## src/rtl/s2mm_cmd_ctrl.sv

```systemverilog
// S2MM command sequencer: turns capture write requests into 72-bit DataMover
// commands with rolling tags, retires statuses in order and latches the first error.
module s2mm_cmd_ctrl #(
  parameter int ADDR_W      = 32,
  parameter int BTT_W       = 23,
  parameter int MAX_OUT     = 4,
  parameter int TIMEOUT_CYC = 65535
) (
  input  logic              s_axi_clk,
  input  logic              s_axi_reset,
  input  logic              req_valid,
  output logic              req_ready,
  input  logic [ADDR_W-1:0] req_addr,
  input  logic [BTT_W-1:0]  req_btt,
  output logic [71:0]       m_axis_cmd_tdata,
  output logic              m_axis_cmd_tvalid,
  input  logic              m_axis_cmd_tready,
  input  logic [7:0]        s_axis_sts_tdata,
  input  logic              s_axis_sts_tvalid,
  input  logic              s_axis_sts_tkeep,
  input  logic              s_axis_sts_tlast,
  output logic              s_axis_sts_tready,
  output logic              done,
  output logic [3:0]        done_tag,
  output logic              done_ok,
  output logic [3:0]        outstanding,
  output logic              busy,
  output logic [2:0]        err_code,
  input  logic              err_clr
);

  localparam int TW = $clog2(TIMEOUT_CYC + 1);

  localparam logic [1:0] S_IDLE  = 2'd0;
  localparam logic [1:0] S_ISSUE = 2'd1;
  localparam logic [1:0] S_HALT  = 2'd2;

  logic [1:0]    state;
  logic [3:0]    next_tag;
  logic [3:0]    exp_tag;
  logic [TW-1:0] timer;
  logic [71:0]   cmd;
  logic          accept;
  logic          cmd_hs;
  logic          beat;
  logic          retire;
  logic          sts_ok;
  logic          timeout_hit;
  logic [2:0]    new_err;
  logic          unused_sts;

  // Every status beat is a whole record, so keep/last carry no information.
  assign unused_sts = s_axis_sts_tkeep ^ s_axis_sts_tlast;

  // While in IDLE no command is pending, so the gate reduces to outstanding alone.
  assign req_ready         = !s_axi_reset && (state == S_IDLE) && (outstanding < 4'(MAX_OUT));
  assign accept            = req_valid && req_ready;
  assign m_axis_cmd_tvalid = (state == S_ISSUE);
  assign m_axis_cmd_tdata  = cmd;
  assign cmd_hs            = m_axis_cmd_tvalid && m_axis_cmd_tready;
  assign s_axis_sts_tready = !s_axi_reset;
  assign beat              = s_axis_sts_tvalid && s_axis_sts_tready;
  assign retire            = beat && (outstanding != 4'd0);
  assign sts_ok            = s_axis_sts_tdata[7] && (s_axis_sts_tdata[6:4] == 3'b000);
  assign timeout_hit       = (timer == TW'(TIMEOUT_CYC));
  assign busy              = (outstanding != 4'd0) || m_axis_cmd_tvalid;

  // Tag mismatch (including a stray beat with nothing in flight) outranks a bad status.
  always_comb begin
    new_err = 3'd0;
    if (beat && (!retire || s_axis_sts_tdata[3:0] != exp_tag)) new_err = 3'd2;
    else if (retire && !sts_ok)                                new_err = 3'd1;
    else if (timeout_hit)                                      new_err = 3'd3;
    else if (accept && req_btt == '0)                          new_err = 3'd4;
  end

  always_ff @(posedge s_axi_clk) begin
    if (s_axi_reset) begin
      state       <= S_IDLE;
      next_tag    <= 4'd0;
      exp_tag     <= 4'd0;
      timer       <= '0;
      cmd         <= '0;
      outstanding <= 4'd0;
      done        <= 1'b0;
      done_tag    <= 4'd0;
      done_ok     <= 1'b0;
      err_code    <= 3'd0;
    end else begin
      if (accept && req_btt != '0)
        cmd <= {4'h0, next_tag, 32'(req_addr), 8'h40, 1'b1, 23'(req_btt)};
      if (cmd_hs) next_tag <= next_tag + 4'd1;

      case ({cmd_hs, retire})
        2'b10:   outstanding <= outstanding + 4'd1;
        2'b01:   outstanding <= outstanding - 4'd1;
        default: ;
      endcase

      done <= retire;
      if (retire) begin
        exp_tag  <= exp_tag + 4'd1;
        done_tag <= s_axis_sts_tdata[3:0];
        done_ok  <= sts_ok;
      end

      if (beat || outstanding == 4'd0) timer <= '0;
      else if (!timeout_hit)           timer <= timer + TW'(1);

      // A clear in the same cycle as a fresh error lets the fresh error through.
      if (new_err != 3'd0 && (err_code == 3'd0 || err_clr)) err_code <= new_err;
      else if (err_clr)                                     err_code <= 3'd0;

      if (new_err != 3'd0) state <= S_HALT;
      else begin
        case (state)
          S_IDLE:  if (accept)  state <= S_ISSUE;
          S_ISSUE: if (cmd_hs)  state <= S_IDLE;
          S_HALT:  if (err_clr) state <= S_IDLE;
          default:              state <= S_IDLE;
        endcase
      end
    end
  end

endmodule
```

## config.mk

```make
export PLATFORM = sky130hd
export DESIGN_NAME = s2mm_cmd_ctrl
export DESIGN_NICKNAME = d
export VERILOG_FILES = /design/src/rtl/s2mm_cmd_ctrl.sv
export SDC_FILE = /design/constraint.sdc
export NUM_CORES = 1
export LEC_CHECK = 0
export BUFFER_PORTS_ARGS = -buffer_cell sky130_fd_sc_hd__buf_2
export CAP_MARGIN = 10
export CORE_AREA = 2 2 86 129
export DETAILED_ROUTE_END_ITERATION = 8
export DIE_AREA = 0 0 88 131
export GPL_ROUTABILITY_DRIVEN = 0
export GPL_TIMING_DRIVEN = 0
export PLACE_DENSITY = 0.66
export SYNTH_ARGS = -nofsm -noshare
export SYNTH_HDL_FRONTEND = slang
export SYNTH_SLANG_ARGS = --single-unit
export TNS_END_PERCENT = 1
```

## constraint.sdc

```tcl
create_clock -name s_axi_clk -period 3.4 [get_ports s_axi_clk]
set_input_delay 0 -clock s_axi_clk [delete_from_list [all_inputs] [get_ports s_axi_clk]]
set_output_delay 0 -clock s_axi_clk [all_outputs]
set_load 0.02 [all_outputs]
```

Word-level counts from Yosys, hierarchy flattened
Index checks and enable logic that the tools add are counted.
{"block": "totals", "ff_bits": 100, "latchBits": 0, "mem_bits_rw": 0, "romBits": 0, "out_inout_bits": 89, "wordCells": 74, "mem_count": 0}
{"block": "op_classes", "addsub": 5, "mul": 0, "n_div": 0, "magnitude_cmp": 1, "n_eq_ne": 12, "n_shift": 0, "n_mux": 12, "bitwise_logic": 0, "reduce_logical": 33}
{"op": "23-bit logical NOT", "n": 1}
{"op": "23-bit nonzero test", "n": 1}
{"op": "3-bit two-way mux", "n": 6}
{"op": "16-bit by 1-bit adder with 16-bit output, second input constant", "n": 1}
{"op": "16-bit equality test, second input constant", "n": 1}
{"op": "4-bit by 1-bit adder with 4-bit output, second input constant", "n": 3}
{"op": "1-bit logical AND", "n": 12}
{"op": "2-bit two-way mux", "n": 4}
{"op": "4-bit case mux with 2 select lines", "n": 1}
{"op": "3-bit logical NOT", "n": 2}
{"op": "2-bit case mux with 3 select lines", "n": 1}
{"op": "3-bit AND reduction", "n": 2}
{"op": "2-bit by 1-bit equality test with 1-bit output, second input constant", "n": 2}
{"op": "2-bit equality test, second input constant", "n": 2}
{"op": "4-bit logical NOT", "n": 1}
{"op": "1-bit logical OR", "n": 4}
{"op": "4-bit by 3-bit < comparator with 1-bit output, second input constant", "n": 1}
{"op": "2-bit != test, second input constant", "n": 2}
{"op": "4-bit != test", "n": 1}
{"op": "2-bit nonzero test", "n": 2}
{"op": "4-bit nonzero test", "n": 1}
{"op": "2-bit OR reduction", "n": 2}
{"op": "4-bit by 1-bit subtractor with 4-bit output, second input constant", "n": 1}
{"op": "1-bit logical NOT", "n": 3}
{"op": "6 further kinds", "n": 6}

Longest topological paths before layout
Gate-level depths: netlist of run 1.
{"block": "logic_depth", "depth_word": 12, "mapped_depth": 11, "depth_no_buf": 10}

Worst setup path before layout of run 1
OpenSTA, ideal clock, no wires.
{"block": "synth_timing", "path_kind": "reg2reg", "start": "register outstanding[1]", "end": "register outstanding[3]", "setup_ns": 0.070, "arrival_ns": 2.492, "required_time_ns": 3.330, "slack_ns": 0.838, "path_stages_with_launch": 11, "path_buffers": 1, "synth_period_minus_slack_ns": 2.562, "path_cell_list": "dfxtp_1 -> nor4_4 -> nor2_1 -> clkbuf_1 -> ha_1 -> ha_1 -> a21o_1 -> a21oi_1 -> xnor2_1 -> or3_1 -> a21oi_1"}
{"block": "synth_between", "elab_chain_cells": 4, "word_cells_on_any_way": 8}
{"element": "start, declared", "line_no": "26", "rtl": "output logic [3:0] outstanding,"}
{"element": "start signal, assigned", "line_no": "95", "rtl": "2'b10: outstanding <= outstanding + 4'd1;"}
{"element": "start signal, assigned", "line_no": "96", "rtl": "2'b01: outstanding <= outstanding - 4'd1;"}
{"element": "4-bit nonzero test *", "line_no": "63", "rtl": "assign retire = beat && (outstanding != 4'd0);"}
{"element": "1-bit logical AND *", "line_no": "63"}
{"element": "net retire", "line_no": "46", "rtl": "logic retire;"}
{"element": "2-bit by 1-bit equality test with 1-bit output or 2-bit equality test (tied branches)", "line_no": "94", "rtl": "case ({cmd_hs, retire})"}
{"element": "4-bit case mux with 2 select lines or 2-bit nonzero test (tied branches)"}
The timed path passes the listed nets; every way through them passes the cells marked *.
A chain may end at the register's enable or synchronous reset.

Worst setup path after layout of run 1
{"block": "layout_timing", "start": "register outstanding[2]", "end": "register outstanding[3]"}
The elaborated chain is that of the path after synthesis.

==> metrics.md, run 1 <==
| Metric | Value |
|---|---|
| Max frequency | `0.354 GHz` |
| GRT Total Usage | `19.2%` |
| Antenna Nets Post-Route | `0` |
| Crit-path cells | `nor4_4, nor2_1, clkbuf_1, ha_1, ha_1, a21o_1, a21oi_1, xnor2_1, or3_1, a21oi_1` |
| Clk_lat worst skew | `0.34 ns` |
| Power density over the cells | `436 nW/um2` |
| Port-buffer cells | `145` |
| DR vias | `4,221` |
| Max VDD drop | `0.251 mV` |
| Core area | `10,400 um2` |
| Clock Path Buffers | `2` |
| DRT iter0 DRCs | `141` |
| Status | `finished, final reports clean` |
| # setup viols final | `0` |
| CP Max Fanout | `10` |
| Slew Limit Fails | `0` |
| Clock Sinks | `99` |
| Placed cell area | `5000 um2` |
| Hold Crit Class | `input port to flip-flop` |
| Synth top area cells | `dfxtp_1, nand2_1, a21oi_1` |
| Root buffer cell | `clkbuf_16` |
| Ys Warns | `0` |
| Total Negative Setup Slacks | `0 ns` |
| Element type at the critical path start | `flip-flop` |
| DRC Markers | `0` |
| Post-Syn Area | `4060 um2` |
| Hold Vio Cnt, Final | `0` |
| Slowest stage delay, CP | `0.46 ns` |
| Slew headroom | `51.5%` |
| Avg Cell Area, Syn | `8.15 um2` |
| Final period util | `83.1%` |
| Vias/cell | `4.83` |
| Worst EP arrival | `3.09 ns` |
| M1 GR Usage | `21.9%` |
| Finished Cell Area | `5910 um2` |
| Slowest CP cell | `dfxtp_1` |
| Final HPWL DP | `7950 um` |
| Clk_skew | `0.00651 ns` |
| Min cycle time layout | `2.83 ns` |
| Share of layout cells above drive strength 1 | `26.2%` |
| Fillcell total | `921` |
| RSZ-0062 raised after global routing | `false` |
| CP required | `3.66 ns` |
| Cell taking the most area after synthesis | `dfxtp_1` |
| Main synth FF type | `dfxtp_1` |
| Mapped Cells | `498` |
| DIE HEIGHT | `131 um` |
| Number of flops mapped to enable cells by yosys | `0` |
| Cell Count, Final, Fillers Out | `874` |
| DIE WIDTH | `88 um` |
| Setup CP Type | `flip-flop to flip-flop` |
| First-pass GRT wire length | `17,700 um` |
| Register area share after synthesis | `48.8%` |
| Pre-antenna DRT Iters | `4` |
| Share of the synthesized area in the top cell type | `48.8%` |
| Synth-to-layout area growth | `45.5%` |
| Worst setup margin | `0.574 ns` |
| Largest net degree at the start of global routing | `17` |
| H-tree Lvls | `3` |
| Die ar. | `11,500 um2` |
| Global route hottest layer | `met2` |
| Boundary pin count | `160` |
| Met2 Use GR | `33.3%` |
| WL/cell | `13.0 um` |
| Clock slew at the register clock pins of the worst setup and hold paths | `0.07 ns` |
| Crit end category | `flip-flop` |
| Asr flop ratio synth | `0%` |
| DP Cell Count | `797` |
| Synth Register Bits | `99` |
| Worst R2R Setup Slack | `0.57 ns` |
| Leakage power total | `2.59 nW` |
| Nets | `803` |
| Initial antenna violation count | `0` |
| Slew @ Worst Pin | `0.721 ns` |
| Met3 Resource Use GR | `3.45%` |
| Synth cell types | `41` |
| Starting Density | `39.0%` |
| Pre-CTS WS | `0.580 ns` |
| Max-cap violation count | `0` |
| CTS Buf Count | `9` |
| Vias in the first global route | `3,940` |
| CTS tree | `done` |
| Antenna Cells | `0` |
| Gr ovfl total | `0` |
| Rows | `46` |
| Min Hold Slack | `0.0140 ns` |
| Total wire length | `11,300 um` |
## worst paths after layout
check                           cells past startpoint            startpoint              endpoint
worst max-delay path                               10        outstanding[2]        outstanding[3]
worst min register to register                      2  m_axis_cmd_tdata[42]  m_axis_cmd_tdata[42]
worst max register to register                     10        outstanding[2]        outstanding[3]
worst min-delay path                                3     s_axis_sts_tvalid                  done
## cell usage after synthesis, types with 8 or more instances
master      n
xor2_1     13
o21ai_0    12
xnor2_1     8
nor2_1     38
nand2_1   135
clkbuf_1    8
nor3_1     11
a21oi_1    69
nand3_1    11
buf_2      11
buf_4      15
dfxtp_1    99
## flip-flops by register name (all words and copies together), names as in the netlist
register,cells
done,1
done_ok,1
done_tag,4
err_code,3
exp_tag,4
m_axis_cmd_tdata,60
next_tag,4
outstanding,4
state,2
timer,16
## cell type report
type | instances | area, um2 | area share (%)
Inverter | 7 | 26.3 | 0.445
Timing Repair Buffer | 206 | 1340 | 22.6
Tap cell | 144 | 180 | 3.05
Sequential cell | 99 | 1980 | 33.5
Clock inverter | 5 | 62.6 | 1.06
Buffer | 36 | 205 | 3.47
Clock buffer | 11 | 233 | 3.94
Multi-Input combinational cell | 366 | 1880 | 31.9
## metrics by stage
stage                     total power [mW]  utilization (%)
final                                 2.57             56.7
after global routing                  2.68             56.7
after CTS                             2.60             56.7
after detailed placement              1.54             48.0
after global placement                1.53             48.0
after floorplan                       1.42                -
## power by group
| group | internal (mW) | switching, mW | total (mW) | leakage (nW) |
|---|---|---|---|---|
| Sequential | 1.20 | 0.0215 | 1.22 | 0.803 |
| Combinational | 0.154 | 0.195 | 0.349 | 1.64 |
| Clock | 0.576 | 0.430 | 1.01 | 0.142 |
## cell usage in the layout, fill, tap and decap left out, types with 4 or more instances in the layout
cell,synthesis,routed
dfxtp_1,99,99
clkbuf_1,8,10
or3_1,5,5
nor2_1,38,38
o21ai_0,12,12
buf_4,15,15
a21oi_1,69,69
xor2_1,13,13
nor3b_1,4,4
conb_1,1,11
ha_1,6,6
nor4_1,6,6
dlygate4sd3_1,0,61
and3_1,5,5
nor3_1,11,11
clkbuf_16,0,9
buf_2,11,156
nand2_1,135,135
inv_1,7,7
nand4_1,6,6
nand3_1,11,11
xnor2_1,8,8
## cells by family after synthesis
logic type               after synthesis  synth area share, %
adder cells (fa/ha/maj)                7                 2.34
other                                  1               0.0924
XOR/XNOR                              21                 4.53
AO/OA/AOI/OAI                         91                 12.0
AND/OR/NAND/NOR                      235                 26.3
multiplexers                           1                0.247
buffers and inverters                 43                 5.70
flip-flops                            99                 48.8
## per-layer routing
layer	vias to the layer above	wire, um
met5	-	0
met4	0	468
met3	44	591
met1	1921	4480
li1	2102	-
met2	154	5790
## critical path, delay by kind of cell, from the launching register on
kind            cells  cell delay, ns
flops               1            0.46
simple gates        3            0.79
xor+xnor            1            0.09
compound gates      3            0.50
fa+ha+maj           2            0.53
buf+inv             1            0.38
## repair_timing
item	4_1_cts	5_1_grt
hold endpoints to repair	61	0
resized for setup	0	0
setup buffers	0	0
hold buffers	61	0
No activity file was read; power rests on OpenSTA's default activity.
==> run 2, diff against run 1 <==
Settings changed: PLACE_DENSITY 0.66 to 0.69.
Clock period 3.4 ns to 2.3 ns, I/O delays scaled along.
==> metrics.md, run 2 (synthesis gave the netlist of run 1 again) <==
| Metric | Value |
|---|---|
| Status | `finished, final reports clean` |
| Logic pwr share | `12.9% (-0.7 points)` |
| Crit-path cells | `nor4_4, nor2_4, ha_4, ha_1, a21o_1, a21oi_2, xnor2_1, or3_1, a21oi_2` |
| Clk_lat worst skew | `0.35 ns (about the same)` |
| Slew Limit Fails | `0 (unchanged)` |
| Final core utilization | `58.1% (+1.3 points)` |
| WL/cell | `13.2 um (+1.9%)` |
| DP Cell Count | `797 (unchanged)` |
| Clock Path Buffers | `2 (unchanged)` |
| Starting Density | `39.0% (unchanged)` |
| Synth-to-layout area growth | `49.0%` |
| Clock power frac | `42.9% (+3.8 points)` |
| Slew headroom | `48.0% (-3.5 points)` |
| Antenna Nets Post-Route | `0 (unchanged)` |
| DRC Markers | `0 (unchanged)` |
| DIE WIDTH | `88 um (unchanged)` |
| Core area | `10,400 um2 (unchanged)` |
| Pre-CTS WS | `-0.187 ns (-0.766 ns)` |
| Initial antenna violation count | `0 (unchanged)` |
| Gr ovfl total | `0 (unchanged)` |
| CTS tree | `done` |
| Hold Crit Class | `input port to flip-flop` |
| Total power | `4.07 mW (+58%)` |
| Min cycle time layout | `2.20 ns (-0.630 ns)` |
| Worst EP arrival | `2.46 ns (-0.63 ns)` |
| GRT Total Usage | `19.5% (+0.33 points)` |
| DRT iter0 DRCs | `154 (+9.2%)` |
| Vias/cell | `4.78 (-1.1%)` |
| Die ar. | `11,500 um2 (unchanged)` |
| Worst setup margin | `0.105 ns (-0.470 ns)` |
| Final HPWL DP | `8060 um (+1.4%)` |
| CTS Buf Count | `9 (unchanged)` |
| Min Hold Slack | `0.0179 ns (+0.00385 ns)` |
| Largest net degree at the start of global routing | `17 (unchanged)` |
| Total wire length | `11,600 um (+2.3%)` |
| Final period util | `95.5% (+12 points)` |
| Element type at the critical path start | `flip-flop` |
| Vias in the first global route | `3,981 (+1.0%)` |
| Slowest stage delay, CP | `0.38 ns (-0.08 ns)` |
| Placed cell area | `5050 um2 (+0.85%)` |
| Sw Pwr | `978 uW (+51%)` |
| Crit end category | `flip-flop` |
| Total Negative Setup Slacks | `0 ns (unchanged)` |
| Cell Int Power | `3.10 mW (+61%)` |
| Clk_skew | `0.00743 ns (+0.000916 ns)` |
| Hold Vio Cnt, Final | `0 (unchanged)` |
| DIE HEIGHT | `131 um (unchanged)` |
| Pre-antenna DRT Iters | `4 (unchanged)` |
| DR vias | `4,194 (-0.64%)` |
| Antenna Cells | `0 (unchanged)` |
| RSZ-0062 raised after global routing | `true` |
| CP Max Fanout | `5 (-5)` |
| First-pass GRT wire length | `17,700 um (+0.27%)` |
| Boundary pin count | `160 (unchanged)` |
| Switching power share of the total | `24.0% (-1.1 points)` |
| CP required | `2.57 ns (-1.09 ns)` |
| Rows | `46 (unchanged)` |
| Root buffer cell | `clkbuf_16` |
| Nets | `808 (+0.62%)` |
| H-tree Lvls | `3 (unchanged)` |
| Power density over the cells | `674 nW/um2 (+55%)` |
| Slew @ Worst Pin | `0.773 ns (+0.0517 ns)` |
| Max frequency | `0.456 GHz (+29%)` |
| Max-cap violation count | `0 (unchanged)` |
| Finished Cell Area | `6050 um2 (+2.4%)` |
| Slowest CP cell | `nor4_4` |
| Setup CP Type | `flip-flop to flip-flop` |
| Seq pwr share | `44.2% (-3.2 points)` |
| Share of layout cells above drive strength 1 | `28.2% (+2.0 points)` |
| Clock slew at the register clock pins of the worst setup and hold paths | `0.07 ns (about the same)` |
| # setup viols final | `0 (unchanged)` |
| Port-buffer cells | `145 (unchanged)` |
| Cell Count, Final, Fillers Out | `878 (+0.46%)` |
| Leakage power total | `2.65 nW (+2.4%)` |
| Max VDD drop | `0.409 mV (+63%)` |
| Most common cell after layout, fill and taps aside | `buf_2` |
| Largest register FFs | `60 (unchanged)` |
| Clock Sinks | `99 (unchanged)` |
| Crit-path most repeated cell | `a21oi_2` |
| Leading cell types in the layout, fill and taps excluded | `buf_2, nand2_1, dfxtp_1, a21oi_1, dlygate4sd3_1` |
[run 2: changes by cell type in the layout (fill, tap and decap cells not counted), sizes merged]
cell,delta
bufinv,+2
clkinv,-2
clkbuf,-2
buf,+6
inv,+1
clkinvlp,-1
[run 2: worst max-delay path: cells and delay by family (launching register included)]
family,cells,cell delay [ns]
fa+ha+maj,2,0.44
xor+xnor,1,0.08
simple gates,3,0.81
compound gates,3,0.43
flops,1,0.36
[run 2: layout make-up]
cell class,instances,area (um2)
Buffer,35,201
Fill cell,900,4370
Inverter,7,26.3
Sequential cell,99,1990
Clock buffer,10,239
Timing Repair Buffer,212,1380
Clock inverter,5,108
Multi-Input combinational cell,366,1920
Tap cell,144,180
[run 2: path summary, 6_finish.rpt]
path,startpoint,to,slack (ns),depth (start not counted)
min reg2reg,m_axis_cmd_tdata[41],m_axis_cmd_tdata[41],0.45,2
min,s_axis_sts_tdata[6],done_ok,0.02,4
max reg2reg,outstanding[0],outstanding[3],0.10,9
max,outstanding[0],outstanding[3],0.10,9
[run 2: per-layer routing]
metal | GRT usage [%] | routed length, um | vias up
met5 | 0 | 0 | -
met2 | 35.0 | 6020 | 143
li1 | - | - | 2107
met3 | 3.08 | 521 | 45
met1 | 20.4 | 4510 | 1899
met4 | 13.5 | 534 | 0
[run 2: power groups by stage]
stage               sequential (mW)  clock [mW]  combinational (mW)
CTS                            1.80        1.78               0.518
detailed placement             1.84           0               0.437
global route                   1.81        1.84               0.575
finish                         1.80        1.75               0.524
global placement               1.84           0               0.429
floorplan                      1.90           0               0.197
[run 2: repair_timing]
action                                  4_1_cts  5_1_grt
endpoints found under the hold margin        61        0
resized for setup                             1        3
setup buffers                                 2        4
endpoints found under the setup margin        1        1
hold buffers                                 61        0
pin swaps                                     2        2
